### src/rtl/serial_cascade_engine.sv
// Bit-serial sequencer for the generic cascade cell: walks two operands LSB-first,
// chaining K_out into the next K_in, and returns the collected U word over valid/ready.
module serial_cascade_engine #(
  parameter int WIDTH = 8
) (
  input  logic             clk,
  input  logic             rst_n,
  input  logic             in_valid,
  output logic             in_ready,
  input  logic [WIDTH-1:0] op_a,
  input  logic [WIDTH-1:0] op_b,
  input  logic             k_init,
  input  logic             en,
  output logic             out_valid,
  input  logic             out_ready,
  output logic [WIDTH-1:0] result,
  output logic             k_final,
  output logic             busy
);

  localparam int CNT_W = (WIDTH > 1) ? $clog2(WIDTH) : 1;
  localparam logic [CNT_W-1:0] LAST_CNT = CNT_W'(WIDTH - 1);

  typedef enum logic [1:0] {
    IDLE = 2'd0,
    RUN  = 2'd1,
    DONE = 2'd2
  } state_t;

  state_t           state;
  state_t           state_nxt;

  logic [WIDTH-1:0] a_r;
  logic [WIDTH-1:0] b_r;
  logic [WIDTH-1:0] result_r;
  logic             en_r;
  logic             k_r;
  logic             k_final_r;
  logic [CNT_W-1:0] cnt;

  logic             accept;
  logic             last_bit;
  logic [1:0]       cell_out;

  // Returns {K_out, U}; with the enable low the cell passes X and K straight through.
  function automatic logic [1:0] cascade_cell(input logic e, input logic x,
                                              input logic y, input logic k);
    logic [1:0] r;
    if (e) begin
      r = {(x & y) | (k & (x ^ y)), x ^ y ^ k};
    end else begin
      r = {k, x};
    end
    return r;
  endfunction

  assign accept   = in_valid && (state == IDLE);
  assign last_bit = (cnt == LAST_CNT);
  assign cell_out = cascade_cell(en_r, a_r[cnt], b_r[cnt], k_r);

  always_ff @(posedge clk or negedge rst_n) begin
    if (!rst_n) begin
      state <= IDLE;
    end else begin
      state <= state_nxt;
    end
  end

  always_comb begin
    state_nxt = state;
    case (state)
      IDLE:    if (in_valid) state_nxt = RUN;
      RUN:     if (last_bit) state_nxt = DONE;
      DONE:    if (out_ready) state_nxt = IDLE;
      default: state_nxt = IDLE;
    endcase
  end

  // Operands are frozen at accept so later input activity cannot disturb the walk.
  always_ff @(posedge clk or negedge rst_n) begin
    if (!rst_n) begin
      a_r       <= '0;
      b_r       <= '0;
      en_r      <= 1'b0;
      k_r       <= 1'b0;
      cnt       <= '0;
      result_r  <= '0;
      k_final_r <= 1'b0;
    end else if (accept) begin
      a_r       <= op_a;
      b_r       <= op_b;
      en_r      <= en;
      k_r       <= k_init;
      cnt       <= '0;
      result_r  <= '0;
      k_final_r <= 1'b0;
    end else if (state == RUN) begin
      result_r[cnt] <= cell_out[0];
      k_r           <= cell_out[1];
      if (last_bit) begin
        k_final_r <= cell_out[1];
      end else begin
        cnt <= cnt + CNT_W'(1);
      end
    end
  end

  assign in_ready  = (state == IDLE);
  assign out_valid = (state == DONE);
  assign busy      = (state == RUN);
  assign result    = result_r;
  assign k_final   = k_final_r;

endmodule

### config.mk
export PLATFORM = sky130hd
export DESIGN_NAME = serial_cascade_engine
export DESIGN_NICKNAME = d
export VERILOG_FILES = /design/src/rtl/serial_cascade_engine.sv
export SDC_FILE = /design/constraint.sdc
export NUM_CORES = 1
export LEC_CHECK = 0
export BUFFER_PORTS_ARGS = -buffer_cell sky130_fd_sc_hd__buf_2
export CORE_AREA = 2 2 95 51
export CTS_CLUSTER_SIZE = 25
export DETAILED_ROUTE_END_ITERATION = 10
export DIE_AREA = 0 0 97 53
export PLACE_DENSITY = 0.59
export SLEW_MARGIN = 20
export SYNTH_ARGS = -nofsm -noshare
export SYNTH_HDL_FRONTEND = slang
export SYNTH_SLANG_ARGS = --single-unit
### constraint.sdc
create_clock -name clk -period 4.6 [get_ports clk]
set_clock_uncertainty 0.2 [all_clocks]
set_input_delay 1.38 -clock clk [delete_from_list [all_inputs] [get_ports clk]]
set_output_delay 1.38 -clock clk [all_outputs]
set_load 0.01 [all_outputs]
==> key figures, run 1 <==
Yosys
  • Net Count, Synth: 154
  • Most area-hungry cell type in the Yosys netlist: dfrtp_1
  • Post-synthesis instance area: 1640 sq um
  • Synth Warn #: 0
  • Cells after Synth: 129
  • Synth area leaders: dfrtp_1 49%, mux2_2 12%, mux2i_1 8.5%
  • Flops & latches, synth: 32
  • Post-synthesis average cell area: 12.7 sq um
  • Distinct cell type count after synthesis: 28
  • Seq/Total Area, Yosys: 48.7%
  • Yosys top cell area share: 48.7%

GRT
  • Largest net degree at the start of global routing: 33
  • Antenna violations before repair: 0
  • Total congestion overflow: 0
  • Global Route Usage Sum: 14.4%
  • Via count of the first global-routing pass: 1174
  • Global-route wire length before repair: 5.62 mm

Min path
  • Worst hold path stage count: 1
  • Hold wc startpoint: b_r[4]
  • Hold Path End: b_r[4]
  • Hold crit path type: flip-flop to flip-flop

Clock tree
  • Post-CTS Setup Bufs: 0
  • Root buf cell: clkbuf_8
  • Post-cts repair resize count: 0
  • Total CTS buffers: 5
  • CTS tree: built
  • CTS Sinks: 32
  • H-tree levels: 2
  • Cts hold-fix bufs: 0
  • Skew-Pair Late Insertion Delay: 0.27 ns
  • Clock Tree Buf Depth: 2
  • Clock transition at path regs: 0.06 ns

Status
  • Status: finished, final reports clean

Cells and area
  • Multi-input gate area: 753 sq um
  • ANT cells: 0
  • Share of cells above drive strength 1: 40.2%
  • Most common cell after layout, fill and taps aside: buf_2
  • FF/Latch Area: 801 sq um
  • Area grow syn2layout: 16.3%
  • Post-layout net count: 188
  • Fill count: 415
  • Most frequent cells in the layout: 33 x buf_2, 32 x dfrtp_1, 18 x mux2_2

Critical path
  • Worst reg2reg path depth: 6
  • CP Class: flip-flop to flip-flop
  • FF-to-FF End: result[5]
  • Worst reg2reg setup slack: 1.54 ns
  • Critical Path RT: 4.59 ns
  • CP endpoint kind: flip-flop
  • Critical R2R Launch: cnt[0]
  • Critical Path Fanout Max: 14
  • Startpoint type of the worst setup path: flip-flop
  • Data arrival, critical path: 3.05 ns

STA
  • F_max: 326 MHz
  • # setup viols final: 0
  • Final Max Tran Viols: 0
  • Max-slew headroom: 52.8%
  • Fin Setup TNS: 0 ns
  • Worst Slack Setup Final: 1.54 ns
  • RSZ-0062 raised after global routing: false
  • Min Tclk post-route: 3.06 ns
  • Final hold violation count: 0
  • Fin crit share: 66.6%
  • Worst Max-Slew Pin Slew: 0.708 ns

Drt
  • Detail Route Antenna Nets: 0
  • Final wirelength: 3.38 mm
  • Drt first pass iters: 4
  • Residual DRC: 0
  • Mean routed wirelength per cell: 15.3 um
  • DR vias: 1166
  • Drt first-iter violations: 44
  • Vias per cell: 5.28

Power and ir drop
  • LEAKAGE: 0.869 nW
  • PwrDens: 727 nW/um^2
  • Worst VDD drop: 0.192 mV
  • Final Total Pwr: 0.00139 W

Die
  • # IOs: 34
  • Die area: 5140 sq um
  • Initial Util: 38.4%
  • DIE WIDTH: 97 um
  • Placeable Area: 4280 sq um
  • Site row count: 17
  • Die height: 53 um

Job
  • Max Cap Violations: 0

Place
  • Port bufs: 33
  • Post-Place Worst Slack: 1.51 ns
  • Gpl congestion: 0.797
  • DP Wirelength: 2.56 mm
-- Yosys cell counts (all sizes together) --
library cell and count:
a22o 3, or2 1, a311oi 1, inv 6, nor2 7, buf 6, ha 2, mux2i 14
nand2 3, a31oi 1, o21bai 1, mux4 2, o22ai 10, nor2b 2, and2 1, mux2 18
a21oi 2, clkbuf 1, o2111ai 2, o21ai 1, nor3 8, nand2b 4, fa 1, dfrtp 32
-- logic make-up (layout without fill, tap and decap cells) --
kind of cell	Yosys count	after routing	synth area share (%)
AOI/OAI and AO/OA	21	21	10.5
adders and majority gates	3	3	2.74
buffers and inverters	13	48	5.41
DFF	32	32	48.7
muxes	34	34	24.1
and+or+nand+nor	26	26	8.53
-- worst max-delay path by stage --
stage                      endpoint  slack (ns)      from
after floorplan           result[0]        2.16    cnt[0]
after global placement         en_r        1.59  in_valid
after detailed placement     b_r[0]        1.51  in_valid
after CTS                 result[5]        1.51    cnt[0]
after global routing      result[0]        1.36    cnt[0]
final                     result[5]        1.54    cnt[0]
-- routing by layer --
layer	global-route usage, %	share of wire (%)	vias up
li1	-	-	543
met1	19.4	49	583
met2	20.8	42	36
met3	6.08	7.4	4
met4	4.93	0.65	0
met5	0	0	-
-- flip-flops by register name, indices dropped and copies added (netlist names) --
signal,count
b_r,8
result,8
k_final,1
en_r,1
state,2
a_r,8
k_r,1
cnt,3
-- worst max-delay path: stages (launching register included) --
cell	delay (ns)
dfrtp_1	0.73
mux4_1	0.67
mux2i_1	0.19
fa_1	0.43
nor2b_1	0.43
mux2i_1	0.15
o22ai_1	0.17
-- per-stage QoR --
stage / area (sq um) / std cells / utilization [%] / hold WS (ns)
detailed placement: 1820 / 213 / 42.6 / 0.291
finish: 1910 / 221 / 44.7 / 0.303
floorplan: 1640 / 129 / - / 0.272
CTS: 1910 / 221 / 44.7 / 0.309
global route: 1910 / 221 / 44.7 / 0.321
global placement: 1820 / 213 / 42.6 / 0.294
-- final cells by class --
class | count | area share [%]
multi-input cells | 84 | 39.4
clock buffers | 8 | 4.72
inverters | 6 | 1.18
flip-flops and latches | 32 | 41.9
well taps | 57 | 3.73
repair buffers | 34 | 9.04
-- report_power, final --
group	switching (W)	leakage, nW	total (W)	internal (W)
registers	0.000120	0.395	0.000529	0.000409
logic	0.000329	0.428	0.000643	0.000314
clock network	0.0000948	0.0455	0.000217	0.000122
total	0.000543	0.869	0.00139	0.000845
Power figures use the tool's default switching activity.
==> inputs of run 2 (changes only) <==
--- a/config.mk
+++ b/config.mk
@@ -5,11 +5,12 @@
 export SDC_FILE = /design/constraint.sdc
 export NUM_CORES = 1
 export LEC_CHECK = 0
+export ABC_AREA = 1
 export BUFFER_PORTS_ARGS = -buffer_cell sky130_fd_sc_hd__buf_2
-export CORE_AREA = 2 2 95 51
+export CORE_AREA = 2 2 94 51
 export CTS_CLUSTER_SIZE = 25
 export DETAILED_ROUTE_END_ITERATION = 10
-export DIE_AREA = 0 0 97 53
+export DIE_AREA = 0 0 96 53
 export PLACE_DENSITY = 0.59
 export SLEW_MARGIN = 20
 export SYNTH_ARGS = -nofsm -noshare
==> constraint.sdc (replaced) <==
create_clock -name clk -period 2.92 [get_ports clk]
set_clock_uncertainty 0.2 [all_clocks]
set_input_delay 0.876 -clock clk [delete_from_list [all_inputs] [get_ports clk]]
set_output_delay 0.876 -clock clk [all_outputs]
set_load 0.01 [all_outputs]
==> key figures, run 2 <==
Yosys
  • Most area-hungry cell type in the Yosys netlist: dfrtp_1
  • Most frequent cell after synthesis: nand2_1
  • Async SR Flop Fraction: 100%
  • Seq/Total Area, Yosys: 50.4%
  • Net Count, Synth: 215
  • Synth top cells by count: 55 x nand2_1, 32 x dfrtp_1, 14 x nand3_1
  • Post-synth EDFFs: 0
  • Synth area leaders: dfrtp_1 50%, nand2_1 13%, nand3_1 4.4%
  • Post-synthesis average cell area: 8.36 sq um
  • Distinct cell type count after synthesis: 26
  • Synth Warn #: 0
  • Cells after Synth: 190
  • Flops & latches, synth: 32
  • Yosys top cell area share: 50.4%
  • Post-synth top flop: dfrtp_1
  • Post-synthesis instance area: 1590 sq um

Drt
  • Final wirelength: 3.57 mm
  • DR vias: 1307
  • Mean routed wirelength per cell: 12.7 um
  • Residual DRC: 0
  • Vias per cell: 4.65
  • Drt first pass iters: 4
  • Detail Route Antenna Nets: 0
  • Drt first-iter violations: 46

Die
  • DIE WIDTH: 96 um
  • # IOs: 34
  • Site row count: 17
  • Die area: 5090 sq um
  • Die height: 53 um
  • Placeable Area: 4230 sq um
  • Initial Util: 37.5%

Clock tree
  • Skew-Pair Late Insertion Delay: 0.28 ns
  • Clock Tree Buf Depth: 2
  • Root buf cell: clkbuf_8
  • Cts hold-fix bufs: 0
  • H-tree levels: 2
  • Clock transition at path regs: 0.06 ns
  • Post-cts repair resize count: 0
  • Post-CTS Setup Bufs: 0
  • Total CTS buffers: 5
  • CTS Sinks: 32
  • CTS tree: built

Critical path
  • Most frequent CP cell: nand2_1
  • CP Class: flip-flop to flip-flop
  • Max incr delay on CP: 0.60 ns
  • CP endpoint kind: flip-flop
  • Critical Path RT: 2.92 ns
  • Worst reg2reg path depth: 8
  • Startpoint type of the worst setup path: flip-flop
  • Data arrival, critical path: 2.62 ns
  • Crit-path cells: inv_1, nand3_1, nand2_1, nor4_1, fa_1, nand2_1, nand2_2, a21oi_1
  • Critical Path Fanout Max: 13
  • Slowest CP cell: dfrtp_1

STA
  • Max-slew headroom: 32.1%
  • Fin crit share: 89.5%
  • Fin Hold WS: 0.280 ns
  • Final hold violation count: 0
  • Fin Setup TNS: 0 ns
  • # setup viols final: 0
  • Worst Slack Setup Final: 0.308 ns
  • RSZ-0062 raised after global routing: false
  • F_max: 383 MHz
  • Final Max Tran Viols: 0
  • Worst Max-Slew Pin Slew: 1.01 ns
  • Min Tclk post-route: 2.61 ns

Place
  • Port bufs: 33
  • Gpl congestion: 0.887
  • Post-Place Worst Slack: 0.353 ns
  • DP Wirelength: 2.59 mm
  • # placed instances: 274

Cells and area
  • Most frequent cells in the layout: 55 x nand2_1, 33 x buf_2, 32 x dfrtp_1
  • Share of cells above drive strength 1: 27.7%
  • Area grow syn2layout: 17.8%
  • ANT cells: 0
  • Most common cell after layout, fill and taps aside: nand2_1
  • Post-layout net count: 249
  • Final cell count without fillers: 281
  • Fill count: 456

Job
  • Max Cap Violations: 0

Min path
  • Hold crit path type: flip-flop to flip-flop
  • Worst hold path stage count: 2

Power and ir drop
  • LEAKAGE: 0.951 nW
  • Part of the power in registers: 39.5%
  • Internal power: 0.00115 W
  • Combinational group share of total power: 45.2%
  • Clock power share: 15.3%
  • Worst VDD drop: 0.369 mV
  • PwrDens: 1110 nW/um^2
  • Switching pwr: 0.000936 W
  • Net Sw Frac: 44.9%

GRT
  • Total congestion overflow: 0
  • Largest net degree at the start of global routing: 33
  • Global-route wire length before repair: 5.93 mm
  • Antenna violations before repair: 0
  • Via count of the first global-routing pass: 1230
  • Global Route Usage Sum: 16.1%

Status
  • Status: finished, final reports clean
## run 2: routing by layer
metal / GRT usage (%) / wire length [um] / vias up
met2: 20.1 / 1300 / 38
met1: 24.8 / 2020 / 584
met3: 4.84 / 207 / 4
li1: - / - / 681
met4: 6.43 / 46 / 0
met5: 0 / 0 / -
## run 2: final timing paths
path,start,endpoint,slack [ns]
worst max-delay path,cnt[0],result[5],0.31
worst min-delay path,a_r[2],a_r[2],0.28
worst max register to register,cnt[0],result[5],0.31
worst min register to register,a_r[2],a_r[2],0.28
max in group asynchronous,rst_n,b_r[2],1.62
min in group asynchronous,rst_n,state[1],0.44
## run 2: layout make-up
type                       instances  area, sq um  share of cell area (%)
sequential                        32          801                    42.8
multi-input combinational        134          681                    36.4
timing repair buffer              35          180                    9.63
clock buffer                       6         72.6                    3.88
tap                               57         71.3                    3.81
inverter                          16         60.1                    3.21
clock inverter                     1         5.00                   0.268
## run 2: cells by family after synthesis
logic type / share of synthesized area [%]
buffers and inverters: 6.70
DFF: 50.4
AOI/OAI and AO/OA: 11.0
and+or+nand+nor: 29.0
adders and majority gates: 2.84
## run 2: worst max-delay path, delay by kind of cell, from the launching register on
family / cells / cell delay (ns)
adders and majority gates: 1 / 0.48
and+or+nand+nor: 5 / 0.79
AOI/OAI and AO/OA: 1 / 0.16
buffers and inverters: 1 / 0.29
DFF: 1 / 0.60
## run 2: per-stage QoR
step | cell area, sq um | util, % | power [W]
2_1_floorplan | 1590 | - | 0.00151
3_3_place_gp | 1790 | 42.4 | 0.00176
3_5_place_dp | 1790 | 42.4 | 0.00178
4_1_cts | 1870 | 44.2 | 0.00210
5_1_grt | 1870 | 44.2 | 0.00229
6_report | 1870 | 44.2 | 0.00208
## run 2: power groups by stage
stage                     clock, W  combinational [W]  sequential, W
after global routing      0.000352            0.00109       0.000850
after detailed placement         0           0.000947       0.000828
final                     0.000319           0.000942       0.000823
after CTS                 0.000329           0.000953       0.000820
after floorplan                  0           0.000734       0.000781
after global placement           0           0.000939       0.000825
